<file path="src/rtl/dpram_arb_pkg.sv">
// Shared defaults and the port-select type for the dual-port RAM arbiter.
package dpram_arb_pkg;

  localparam int unsigned NREQ_DEF = 4;
  localparam int unsigned AW_DEF   = 6;
  localparam int unsigned DW_DEF   = 8;

  typedef enum logic [1:0] {
    PORT_A    = 2'd0,
    PORT_B    = 2'd1,
    PORT_NONE = 2'd2
  } port_sel_e;

endpackage

</file>
<file path="src/rtl/rr_find_first.sv">
// Finds the first set bit of req at or after index start, wrapping modulo N.
module rr_find_first #(
  parameter int unsigned N  = 4,
  parameter int unsigned IW = (N > 1) ? $clog2(N) : 1
) (
  input  logic [N-1:0]  req,
  input  logic [IW-1:0] start,
  output logic          found,
  output logic [IW-1:0] idx
);

  int pos;

  // Scan from the far end of the search order so the nearest hit overwrites.
  always_comb begin
    found = 1'b0;
    idx   = '0;
    pos   = 0;
    for (int k = int'(N) - 1; k >= 0; k--) begin
      pos = int'(start) + k;
      if (pos >= int'(N)) pos = pos - int'(N);
      if (req[pos]) begin
        found = 1'b1;
        idx   = IW'(pos);
      end
    end
  end

endmodule

</file>
<file path="src/rtl/dpram_arbiter.sv">
// Round-robin arbiter mapping NREQ requesters onto the two ports of a dual-port RAM.
module dpram_arbiter
  import dpram_arb_pkg::*;
#(
  parameter int unsigned NREQ = NREQ_DEF,
  parameter int unsigned AW   = AW_DEF,
  parameter int unsigned DW   = DW_DEF
) (
  input  logic               clk,
  input  logic               rst,
  input  logic [NREQ-1:0]    req,
  input  logic [NREQ-1:0]    req_we,
  input  logic [NREQ*AW-1:0] req_addr,
  input  logic [NREQ*DW-1:0] req_wdata,
  output logic [NREQ-1:0]    gnt,
  output logic [NREQ-1:0]    rd_valid,
  output logic [NREQ*DW-1:0] rd_data,
  output logic [AW-1:0]      addr_a,
  output logic [AW-1:0]      addr_b,
  output logic [DW-1:0]      data_a,
  output logic [DW-1:0]      data_b,
  output logic               we_a,
  output logic               we_b,
  input  logic [DW-1:0]      q_a,
  input  logic [DW-1:0]      q_b
);

  localparam int unsigned IW = (NREQ > 1) ? $clog2(NREQ) : 1;

  logic [IW-1:0]   ptr_q, ptr_d;
  logic            a_found, b_found;
  logic [IW-1:0]   a_idx, b_idx;
  logic [NREQ-1:0] a_mask, b_cand;
  logic [AW-1:0]   a_addr, b_addr;
  logic [DW-1:0]   a_data, b_data;
  logic            b_conflict;
  logic            a_gnt, b_gnt;
  port_sel_e       last_sel;

  logic            tag_a_vld_q, tag_b_vld_q;
  logic [IW-1:0]   tag_a_idx_q, tag_b_idx_q;

  function automatic logic [IW-1:0] inc_wrap(input logic [IW-1:0] i);
    return (32'(i) == NREQ - 1) ? '0 : i + 1'b1;
  endfunction

  rr_find_first #(
    .N  (NREQ),
    .IW (IW)
  ) u_find_a (
    .req   (req),
    .start (ptr_q),
    .found (a_found),
    .idx   (a_idx)
  );

  always_comb begin
    a_mask        = '0;
    a_mask[a_idx] = a_found;
  end

  assign b_cand = req & ~a_mask;

  // With the A winner removed, the first hit from ptr is the next one after A.
  rr_find_first #(
    .N  (NREQ),
    .IW (IW)
  ) u_find_b (
    .req   (b_cand),
    .start (ptr_q),
    .found (b_found),
    .idx   (b_idx)
  );

  assign a_addr = req_addr[a_idx*AW +: AW];
  assign b_addr = req_addr[b_idx*AW +: AW];
  assign a_data = req_wdata[a_idx*DW +: DW];
  assign b_data = req_wdata[b_idx*DW +: DW];

  // Same-address pairs are only safe when both sides read.
  assign b_conflict = (a_addr == b_addr) && (req_we[a_idx] || req_we[b_idx]);

  assign a_gnt = a_found && !rst;
  assign b_gnt = b_found && !b_conflict && !rst;

  always_comb begin
    gnt    = '0;
    we_a   = 1'b0;
    addr_a = '0;
    data_a = '0;
    we_b   = 1'b0;
    addr_b = '0;
    data_b = '0;
    if (a_gnt) begin
      gnt[a_idx] = 1'b1;
      we_a       = req_we[a_idx];
      addr_a     = a_addr;
      data_a     = a_data;
    end
    if (b_gnt) begin
      gnt[b_idx] = 1'b1;
      we_b       = req_we[b_idx];
      addr_b     = b_addr;
      data_b     = b_data;
    end
  end

  always_comb begin
    if (b_gnt)      last_sel = PORT_B;
    else if (a_gnt) last_sel = PORT_A;
    else            last_sel = PORT_NONE;

    ptr_d = ptr_q;
    unique case (last_sel)
      PORT_A:  ptr_d = inc_wrap(a_idx);
      PORT_B:  ptr_d = inc_wrap(b_idx);
      default: ptr_d = ptr_q;
    endcase
  end

  always_ff @(posedge clk) begin
    if (rst) begin
      ptr_q       <= '0;
      tag_a_vld_q <= 1'b0;
      tag_a_idx_q <= '0;
      tag_b_vld_q <= 1'b0;
      tag_b_idx_q <= '0;
    end else begin
      ptr_q       <= ptr_d;
      tag_a_vld_q <= a_gnt && !req_we[a_idx];
      tag_a_idx_q <= a_idx;
      tag_b_vld_q <= b_gnt && !req_we[b_idx];
      tag_b_idx_q <= b_idx;
    end
  end

  // Return path: route each port's RAM output to the requester tagged last cycle.
  always_comb begin
    rd_valid = '0;
    rd_data  = '0;
    if (!rst) begin
      if (tag_a_vld_q) begin
        rd_valid[tag_a_idx_q]             = 1'b1;
        rd_data[tag_a_idx_q*DW +: DW]     = q_a;
      end
      if (tag_b_vld_q) begin
        rd_valid[tag_b_idx_q]             = 1'b1;
        rd_data[tag_b_idx_q*DW +: DW]     = q_b;
      end
    end
  end

endmodule

</file>
<file path="config.mk">
export PLATFORM = sky130hd
export DESIGN_NAME = dpram_arbiter
export DESIGN_NICKNAME = d
export VERILOG_FILES = /design/src/rtl/dpram_arb_pkg.sv /design/src/rtl/rr_find_first.sv /design/src/rtl/dpram_arbiter.sv
export SDC_FILE = /design/constraint.sdc
export NUM_CORES = 1
export LEC_CHECK = 0
export BUFFER_PORTS_ARGS = -buffer_cell sky130_fd_sc_hd__buf_2
export CORE_MARGIN = 3
export CORE_UTILIZATION = 40
export DETAILED_ROUTE_END_ITERATION = 10
export PLACE_DENSITY = 0.79
export SLEW_MARGIN = 20
export SYNTH_ARGS = -nofsm -noshare
export SYNTH_HDL_FRONTEND = slang
export SYNTH_SLANG_ARGS = --single-unit
export TNS_END_PERCENT = 5
</file>
<file path="constraint.sdc">
create_clock -name clk -period 7.9 [get_ports clk]
set_input_delay 1.58 -clock clk [delete_from_list [all_inputs] [get_ports clk]]
set_output_delay 1.58 -clock clk [all_outputs]
set_load 0.03 [all_outputs]
</file>
# After elaboration in Yosys (flattened, before gate mapping)
# Cells that the tools add are included.
# Widths: inputs -> output; s select.
# classes
addsub	11
mul	2
div_mod_pow	0
magnitude_cmp	16
eq_ne	4
n_shift	8
mux	78
n_bitwise	6
n_reduce_logical	17
# op_table
cell	count
$mux 32	8
$lt 32x4->1 const B	4
$ge 32x4->1 const B	3
$sub 32x4->32 const B	3
$neg 5->34	2
$shift 8x34->32 const A	2
$shiftx 8x34->32	2
$shiftx 32x6->8	2
$shiftx 24x6->6	2
$and 32x32->32	1
$bwmux 32	1
$mux 1	32
$mux 2	12
$mux 4	6
$bmux 1 s2	10
$mux 8	2
$lt 2x3->1 const B	4
$mux 6	2
$logic_and 1x1->1	10
$and 4x4->4	2
$demux 1 s2	4
$ge 2x1->1 const B	4
$mul 2x2->4 const B	2
$or 4x4->4	2
other kinds (14)	20
# word_totals
regBits	8
latchBits	0
ram_bits	0
romBits	0
inputBits	82
out_inout_bits	70
wordCells	147
n_memories	0

# Logic depth before layout (Yosys ltp)
# Gate-level depths: netlist of run 1.
# logic_depth
ltp_word	34
depth_mapped	20
ltp_nobuf	15

# Cells and area by module
# From an unflattened synthesis of run 1, not the netlist that was laid out.
# hier_totals
hier_cells	270
area_unflattened_um2	2398.6
# by_module_without_submodules
module	instances	cells_each	area_per_inst_um2	seq_area_each_um2
dpram_arbiter	1	244	2243.4	160.2
rr_find_first	2	13	77.6	0.0

# Least setup slack after synthesis of run 1
# OpenSTA, ideal clock, no wires.
# synth_timing
path_type	input port to output port
start	input port req[2]
end	output port addr_b[0]
arrival_time_ps	5219
required_time_ps	6320
path_slack_ps	1101
stages	18
n_path_buf	4
path_cell_list	nor2b_1 a211oi_1 nor2_1 inv_1 buf_2 buf_1 ha_1 and2b_1 o221a_1 buf_2 o211a_1 a211oi_1 o211a_1 a211o_1 or4_4 nand3b_2 buf_6 nor3_1
# synth_via
elab_chain_cells	29
elab_cells_between_ends	63
cone_classes	2 x mul; 2 x order compare; 1 x eq/ne; 2 x shift; 47 x mux; 3 x bitwise; 6 x reduce/logical
# synth_rtl
element	line	source
start: declaration	dpram_arbiter.sv:11	input logic [NREQ-1:0] req,
$bmux 1 s2	rr_find_first.sv:22	if (req[pos]) begin
$mux 1 (implied by the code) (2 in series)	rr_find_first.sv:22	
$mux 2 (4 in series)	rr_find_first.sv:22	
$lt 2x3->1 (implied by the code) or $ge 2x1->1 (tied branches)	dpram_arbiter.sv:59	a_mask[a_idx] = a_found;
$logic_and 1x1->1 (implied by the code)	dpram_arbiter.sv:59	
$mux 1 (implied by the code)	dpram_arbiter.sv:59	
$demux 1 s2	dpram_arbiter.sv:59	
$and 4x4->4 (no source line)	-	
(+5 left out)	-	
$mux 2 (4 in series)	rr_find_first.sv:22	
$mul 2x2->4 or $bmux 1 s2 (tied branches)	dpram_arbiter.sv:76, dpram_arbiter.sv:81	
$shiftx 24x6->6 or $mux 1 (tied branches)	dpram_arbiter.sv:76, dpram_arbiter.sv:81	
$eq 6x6->1 or $logic_or 1x1->1 (tied branches)	dpram_arbiter.sv:81	assign b_conflict = (a_addr == b_addr) && (req_we[a_idx] || req_we[b_idx]);
$logic_and 1x1->1	dpram_arbiter.sv:81	
$logic_not 1->1	dpram_arbiter.sv:84	assign b_gnt = b_found && !b_conflict && !rst;
$logic_and 1x1->1 (2 in series)	dpram_arbiter.sv:84	
$mux 6 *	dpram_arbiter.sv:100	if (b_gnt) begin
end: declaration	dpram_arbiter.sv:19	output logic [AW-1:0] addr_b,
# Mark *: on every way between the ends. The rest lies on a longest branch, timed or not. The select of a mux whose other input is x is not followed.

# Worst setup path after layout of run 1
# layout_timing
start	input port req[0]
end	output port gnt[0]
# layout_via
elab_chain_cells	29
elab_cells_between_ends	71
cone_classes	2 x mul; 4 x order compare; 1 x eq/ne; 2 x shift; 50 x mux; 4 x bitwise; 8 x reduce/logical
# layout_rtl
element	line	source
$bmux 1 s2	rr_find_first.sv:22	
$mux 1 (implied by the code) (2 in series)	rr_find_first.sv:22	
$mux 2 (4 in series)	rr_find_first.sv:22	
$lt 2x3->1 (implied by the code) or $ge 2x1->1 (tied branches)	dpram_arbiter.sv:59, dpram_arbiter.sv:95	
$logic_and 1x1->1 (implied by the code)	dpram_arbiter.sv:59, dpram_arbiter.sv:95	
$mux 1 (implied by the code)	dpram_arbiter.sv:59, dpram_arbiter.sv:95	
$demux 1 s2	dpram_arbiter.sv:59, dpram_arbiter.sv:95	
$and 4x4->4 (no source line)	-	
(+5 left out)	-	
$mux 2 (4 in series)	rr_find_first.sv:22	
$mul 2x2->4 or $bmux 1 s2 (tied branches)	dpram_arbiter.sv:76, dpram_arbiter.sv:81	
$shiftx 24x6->6 or $mux 1 (tied branches)	dpram_arbiter.sv:76, dpram_arbiter.sv:81	
$eq 6x6->1 or $logic_or 1x1->1 (tied branches)	dpram_arbiter.sv:81	
$logic_and 1x1->1	dpram_arbiter.sv:81	
$logic_not 1->1	dpram_arbiter.sv:84	
$logic_and 1x1->1 (2 in series)	dpram_arbiter.sv:84	
$mux 4 *	dpram_arbiter.sv:100	
end: declaration	dpram_arbiter.sv:15	output logic [NREQ-1:0] gnt,
# Marks and branches as above.

==> key figures, run 1 <==
Placed design
  – Final GP Congestion: 0.982
  – Port Buffer Count: 151
  – Post-DP HPWL: between 8 and 9 mm
  – Placed cell count: 636
  – Cell Area, Placed: between 3000 and 4000 um^2

Floorplanning
  – Starting Density: 0.426
  – Boundary pin count: 152
  – Cell Rows: 28
  – Chip Width: 86.8 um
  – Core area: 6130 um^2
  – Die Height: 86.8 um
  – Die footprint: about 7500 um^2

Finish
  – Area delta synth->final: 32.7%
  – Fillers: 618
  – Layout cell share with drive strength beyond 1: 0.321
  – Commonest cells after routing, fill and taps aside: 151 x buf_2, 95 x nand2_1, 57 x nor2_1, 34 x a22oi_1, 22 x a21oi_1
  – Area taken by multi-input logic gates: 2260 um^2
  – Final non-filler cell total: 639
  – Ant. Diodes: 0
  – FF+latch area: 160 um^2
  – Final net count: 669
  – Finished Cell Area: 3460 um^2
  – Commonest non-fill, non-tap cell in the layout: buf_2

Clock tree
  – Clock Path Buffers: 2
  – TritonCTS clock tree: done
  – Sink Count: 8
  – Clk slew on worst S/H paths: 40 ps
  – CTS root buf: clkbuf_8
  – Setup bufs post-CTS: 0
  – Cts bufs inserted: 3
  – # H-tree levels: 1
  – Skew-Pair Late Insertion Delay: about 220 ps

Setup path
  – Req. time, crit path: 6320 ps
  – Crit-path cells: buf_2 -> nor2b_1 -> nor2_1 -> o221a_2 -> inv_1 -> ha_1 -> nand2b_1 -> o221a_1 -> o21a_2 -> inv_2 -> buf_4 -> a211oi_1 -> a211oi_1 -> a211o_1 -> or4_4 -> nand3b_4 -> o22ai_1 -> buf_2
  – Critical path peak fanout: 21
  – CP max stage delay: 460 ps
  – CP endpoint kind: output pin
  – Worst Path Arrival: 5980 ps
  – Worst path slowest cell: o221a_1
  – Critical path startpoint category: input port
  – Kind of critical path: in2out

Logic synthesis
  – Cell taking the most area after synthesis: nand2_1
  – Yosys warns: 0
  – Number of synthesized flops with an enable pin: 0
  – Avg Inst Size Synth: 6.06 um^2
  – Post-Synthesis Net Count: 534
  – Register area share after synthesis: 0.0613
  – Primary FF master, synth: dfxtp_1
  – Yosys top cell area share: 0.137
  – Synth unique cells: 52
  – Main area contributors after synthesis: nand2_1 14%, ha_1 10%, a22oi_1 9.8%, nor2_1 8.2%, dfxtp_1 6.1%
  – Async set or reset register ratio after synthesis: 0
  – Yosys reg bits: 8
  – Synthesized cell area: 2610 um^2
  – Cells after synthesis: ~430

STA
  – Unrepaired setup endpoints after global routing: no
  – Final Cycle Share: 0.957
  – Final Hold Vio Count: 0
  – Worst clock skew: 1.27 ps
  – Number of slew-limit violations in the final report: 0
  – Max Clk Rate: 0.132 GHz
  – Final setup TNS: 0 ps
  – Slew headroom: 0.469
  – Worst slew pin tran: 790 ps
  – Tmin final: around 7600 ps
  – Setup violators final: 0

Route
  – Vias after detailed routing: between 3000 and 4000
  – DR pass1 iterations: 6
  – DR vias/cell: slightly above 6
  – Detailed Route WL: 10.5 mm
  – DR WL/cell: 16.4 um
  – DRT iter0 DRCs: 344
  – Antenna Nets Post-Route: 0
  – DRC Markers: 0

Global route
  – First-pass GRT wire length: 16.9 mm
  – Largest net degree at the start of global routing: 45
  – Initial antenna violation count: 0
  – GRT Total Usage: 0.265
  – Overflow after GRT: 0
  – Vias in the first global route: 3736

Power and ir drop
  – P_leak: 1.89 nW
  – Power Dens Cells: 308 nW/um^2
  – Peak VDD IR: 0.000202 V

Outcome
  – Outcome: completed

Run
  – Max Cap Viol: 0

Worst hold path
  – Worst min path class: reg2reg
cell type report:
cell class | instances | share of cell area
tap | 75 | 0.0271
inverter | 17 | 0.0184
sequential | 8 | 0.0462
timing repair buffer | 163 | 0.244
multi-input combinational | 373 | 0.652
clock buffer | 3 | 0.0119
path summary, 6_finish.rpt:
kind / start / endpoint / slack, ps / depth (start not counted)
max: req[0] / gnt[0] / 340 / 18
min: ptr_q[1] / ptr_q[1] / 660 / 2
max reg2reg: ptr_q[0] / ptr_q[1] / 3310 / 16
min reg2reg: ptr_q[1] / ptr_q[1] / 660 / 2
where the power goes:
| group | internal, mW | leakage [nW] | switching [mW] | total (mW) |
|---|---|---|---|---|
| clock | 0.0329 | 0.0216 | 0.0144 | 0.0473 |
| sequential | 0.0551 | 0.0665 | 0.0263 | 0.0814 |
| combinational | 0.315 | 1.80 | 0.623 | 0.937 |
layer usage:
layer | wire [um] | GRT usage | vias up
met2 | 4920 | 0.464 | 299
met4 | 213 | 0.0963 | 0
met5 | 0 | 0 | -
met1 | 4080 | 0.324 | 1752
li1 | - | - | 1828
met3 | 1250 | 0.0428 | 25
logic make-up (layout without fill, tap and decap cells):
group | after synthesis | in the layout | synth area share
AND/OR/NAND/NOR | 215 | 215 | 0.368
AO/OA/AOI/OAI | 133 | 133 | 0.373
buffers and inverters | 50 | 183 | 0.0815
adder cells (fa/ha/maj) | 21 | 21 | 0.101
flip-flops | 8 | 8 | 0.0613
multiplexers | 3 | 3 | 0.0120
XOR/XNOR | 1 | 1 | 0.00335
critical path: cells and delay by family:
| kind | cells | cell delay [ps] |
|---|---|---|
| buffers and inverters | 5 | 910 |
| adders and majority gates | 1 | 210 |
| AOI/OAI and AO/OA | 7 | 1970 |
| and+or+nand+nor | 5 | 1300 |
cell usage after synthesis, drive strengths merged (2+ instances only):
cell type  number
a211o           6
a211oi         15
a21o            2
a21oi          22
a22oi          34
a311oi         10
a31o            2
and3           15
buf            10
clkbuf         23
dfxtp           8
ha             21
inv            17
mux2i           2
nand2          95
nand2b          2
nand3          21
nand3b          3
nand4           2
nor2           57
nor2b           6
nor3            5
nor4            2
o211a          11
o211ai          4
o21a            2
o21ai          16
o221a           3
flip-flops by register name (all words and copies together), names as in the netlist:
signal       cells
ptr_q            2
tag_b_vld_q      1
tag_a_vld_q      1
tag_a_idx_q      2
tag_b_idx_q      2
per-stage QoR:
stage          worst slack [ps]  total power, mW  utilization  hold WS (ps)
2_1_floorplan              1100            0.759            -           655
3_3_place_gp                444            0.977        0.555           625
3_5_place_dp                229            0.999        0.556           643
4_1_cts                     189             1.05        0.563           648
5_1_grt                    59.5             1.15        0.565           701
6_report                    336             1.07        0.565           662
what timing repair did:
action                                  4_1_cts  5_1_grt
hold buffers                                  0        0
endpoints found under the setup margin        0       19
gates resized for setup                       0        2
hold endpoints to repair                      0        0
Power figures use the tool's default switching activity.
==> run 2, diff against run 1 <==
--- a/config.mk
+++ b/config.mk
@@ -10,6 +10,8 @@
 export CORE_UTILIZATION = 40
 export DETAILED_ROUTE_END_ITERATION = 10
 export PLACE_DENSITY = 0.79
+export RECOVER_POWER = 25
+export REMOVE_ABC_BUFFERS = 1
 export SLEW_MARGIN = 20
 export SYNTH_ARGS = -nofsm -noshare
 export SYNTH_HDL_FRONTEND = slang
==> key figures, run 2 (synthesized netlist as in run 1, its figures left out) <==
Clock tree
  – TritonCTS clock tree: done (unchanged)
  – Clk slew on worst S/H paths: 40 ps (about the same)
  – Hold Buf Count CTS: 0 (unchanged)
  – Clock Path Buffers: 2 (unchanged)
  – CTS root buf: clkbuf_8 (unchanged)
  – Skew-Pair Late Insertion Delay: 230 ps (was 220 ps)
  – Cts bufs inserted: 3 (unchanged)
  – # H-tree levels: 1 (unchanged)
  – Sink Count: 8 (unchanged)

STA
  – Worst slew pin tran: 1700 ps (was 790 ps)
  – Max Clk Rate: 0.132 GHz (about the same)
  – Unrepaired setup endpoints after global routing: no (unchanged)
  – Final setup TNS: 0 ps (unchanged)
  – Setup WS post-layout: 323 ps (was 336 ps)
  – Tmin final: 7580 ps (was 7560 ps)
  – Final Hold Vio Count: 0 (unchanged)
  – Final Cycle Share: 0.959 (was 0.957)
  – Number of slew-limit violations in the final report: 45 (was 0)
  – Slew headroom: -0.133 (was 0.469)
  – Worst clock skew: 4.44 ps (was 1.27 ps)
  – Setup violators final: 0 (unchanged)
  – Hold_ws: 666 ps (was 662 ps)

Finish
  – Final net count: 669 (unchanged)
  – Final non-filler cell total: 639 (unchanged)
  – Area delta synth->final: 31.4% (was 32.7%)
  – Layout cell share with drive strength beyond 1: 0.285 (was 0.321)
  – Ant. Diodes: 0 (unchanged)
  – Fillers: 625 (was 618)
  – Utilization after layout: 0.560 (was 0.565)
  – Finished Cell Area: 3430 um^2 (was 3460 um^2)
  – Commonest non-fill, non-tap cell in the layout: buf_2 (unchanged)
  – Top flop regs: ptr_q (2), tag_a_idx_q (2), tag_b_idx_q (2) (unchanged)
  – Commonest cells after routing, fill and taps aside: 136 x buf_2, 95 x nand2_1, 57 x nor2_1, 34 x a22oi_1, 22 x a21oi_1 (was 151 x buf_2, 95 x nand2_1, 57 x nor2_1, 34 x a22oi_1, 22 x a21oi_1)

Power and ir drop
  – P_leak: 1.81 nW (was 1.89 nW)
  – Peak VDD IR: 0.000171 V (was 0.000202 V)
  – Power Dens Cells: 306 nW/um^2 (was 308 nW/um^2)
  – Power Total: 1.05 mW (was 1.07 mW)

Placed design
  – Placement Setup Slack: 242 ps (was 229 ps)
  – Placed cell count: 636 (unchanged)
  – Post-DP HPWL: 7.87 mm (was 8.05 mm)
  – Final GP Congestion: 0.934 (was 0.982)
  – Cell Area, Placed: 3400 um^2 (was 3410 um^2)
  – Port Buffer Count: 151 (unchanged)

Setup path
  – CP endpoint kind: output pin (unchanged)
  – Critical path buffers and inverters: 4 (was 5)
  – Critical path peak fanout: 21 (unchanged)
  – Crit-path cells: buf_2 -> nor2b_1 -> o21a_1 -> nor2_1 -> buf_4 -> ha_1 -> nand2b_1 -> o221a_1 -> o21a_2 -> inv_2 -> a211oi_1 -> a211o_1 -> nand4_1 -> or4_4 -> nand3b_4 -> o22ai_1 -> buf_2 (was buf_2 -> nor2b_1 -> nor2_1 -> o221a_2 -> inv_1 -> ha_1 -> nand2b_1 -> o221a_1 -> o21a_2 -> inv_2 -> buf_4 -> a211oi_1 -> a211oi_1 -> a211o_1 -> or4_4 -> nand3b_4 -> o22ai_1 -> buf_2)
  – CP max stage delay: 620 ps (was 460 ps)
  – Top Family by Delay on Critical Path: compound AO/OA/AOI/OAI gates (unchanged)
  – Worst path slowest cell: or4_4 (was o221a_1)
  – Kind of critical path: in2out (unchanged)
  – Critical path startpoint category: input port (unchanged)
  – Cell repeated most along the worst path: buf_2
  – Worst Path Arrival: 6000 ps (was 5980 ps)
  – Req. time, crit path: 6320 ps (about the same)

Floorplanning
  – Core area: 6130 um^2 (unchanged)
  – Die Height: 86.8 um (unchanged)
  – Chip Width: 86.8 um (unchanged)
  – Starting Density: 0.426 (unchanged)
  – Cell Rows: 28 (unchanged)
  – Boundary pin count: 152 (unchanged)
  – Die footprint: 7530 um^2 (unchanged)

Global route
  – Overflow after GRT: 0 (unchanged)
  – Largest net degree at the start of global routing: 45 (unchanged)
  – Vias in the first global route: 3491 (was 3736)
  – GRT Total Usage: 0.248 (was 0.265)
  – First-pass GRT wire length: 15.6 mm (was 16.9 mm)
  – Initial antenna violation count: 0 (unchanged)

Route
  – Vias after detailed routing: 3856 (was 3904)
  – Antenna Nets Post-Route: 0 (unchanged)
  – DRT iter0 DRCs: 264 (was 344)
  – DRC Markers: 0 (unchanged)
  – DR vias/cell: 6.03 (was 6.11)
  – Detailed Route WL: 10.1 mm (was 10.5 mm)
  – DR WL/cell: 15.8 um (was 16.4 um)
  – DR pass1 iterations: 5 (was 6)

Run
  – Max Cap Viol: 1 (was 0)

Worst hold path
  – Worst min path class: reg2reg (unchanged)

Outcome
  – Failing checks: max-capacitance violations, max-slew violations
  – Outcome: finished with violations (was completed)
[run 2: worst paths after layout]
| check | from | end | slack [ps] | cells past startpoint |
|---|---|---|---|---|
| setup / recovery | req[0] | gnt[0] | 320 | 17 |
| setup reg to reg | ptr_q[1] | ptr_q[1] | 3220 | 15 |
| hold reg to reg | ptr_q[1] | ptr_q[1] | 670 | 2 |
| hold / removal | ptr_q[1] | ptr_q[1] | 670 | 2 |
[run 2: timing repair]
item	CTS	global route
resized for setup	0	1
endpoints found under the setup margin	0	18
setup buffers	0	0
[run 2: area by class of cell]
type	count	area [um^2]	area share
Multi-Input combinational cell	373	2250	0.657
Clock buffer	3	41.3	0.0120
Timing Repair Buffer	163	820	0.239
Tap cell	75	93.8	0.0273
Sequential cell	8	160	0.0467
Inverter	17	63.8	0.0186
[run 2: tightest hold or removal path, cell delays in order (launching register included)]
cell and delay (ps):
dfxtp_1 390, nand2_1 90, o221ai_1 110
[run 2: report_power, final]
group          total (mW)  leakage [nW]  switching, mW  internal [mW]
Clock              0.0497        0.0216         0.0166         0.0330
Combinational       0.922          1.72          0.615          0.308
Sequential         0.0795        0.0665         0.0244         0.0551
[run 2: layer usage]
metal,global-route usage,part of all wire
met5,0,0
met1,0.296,0.40
met4,0.101,0.030
met3,0.0342,0.11
met2,0.442,0.46
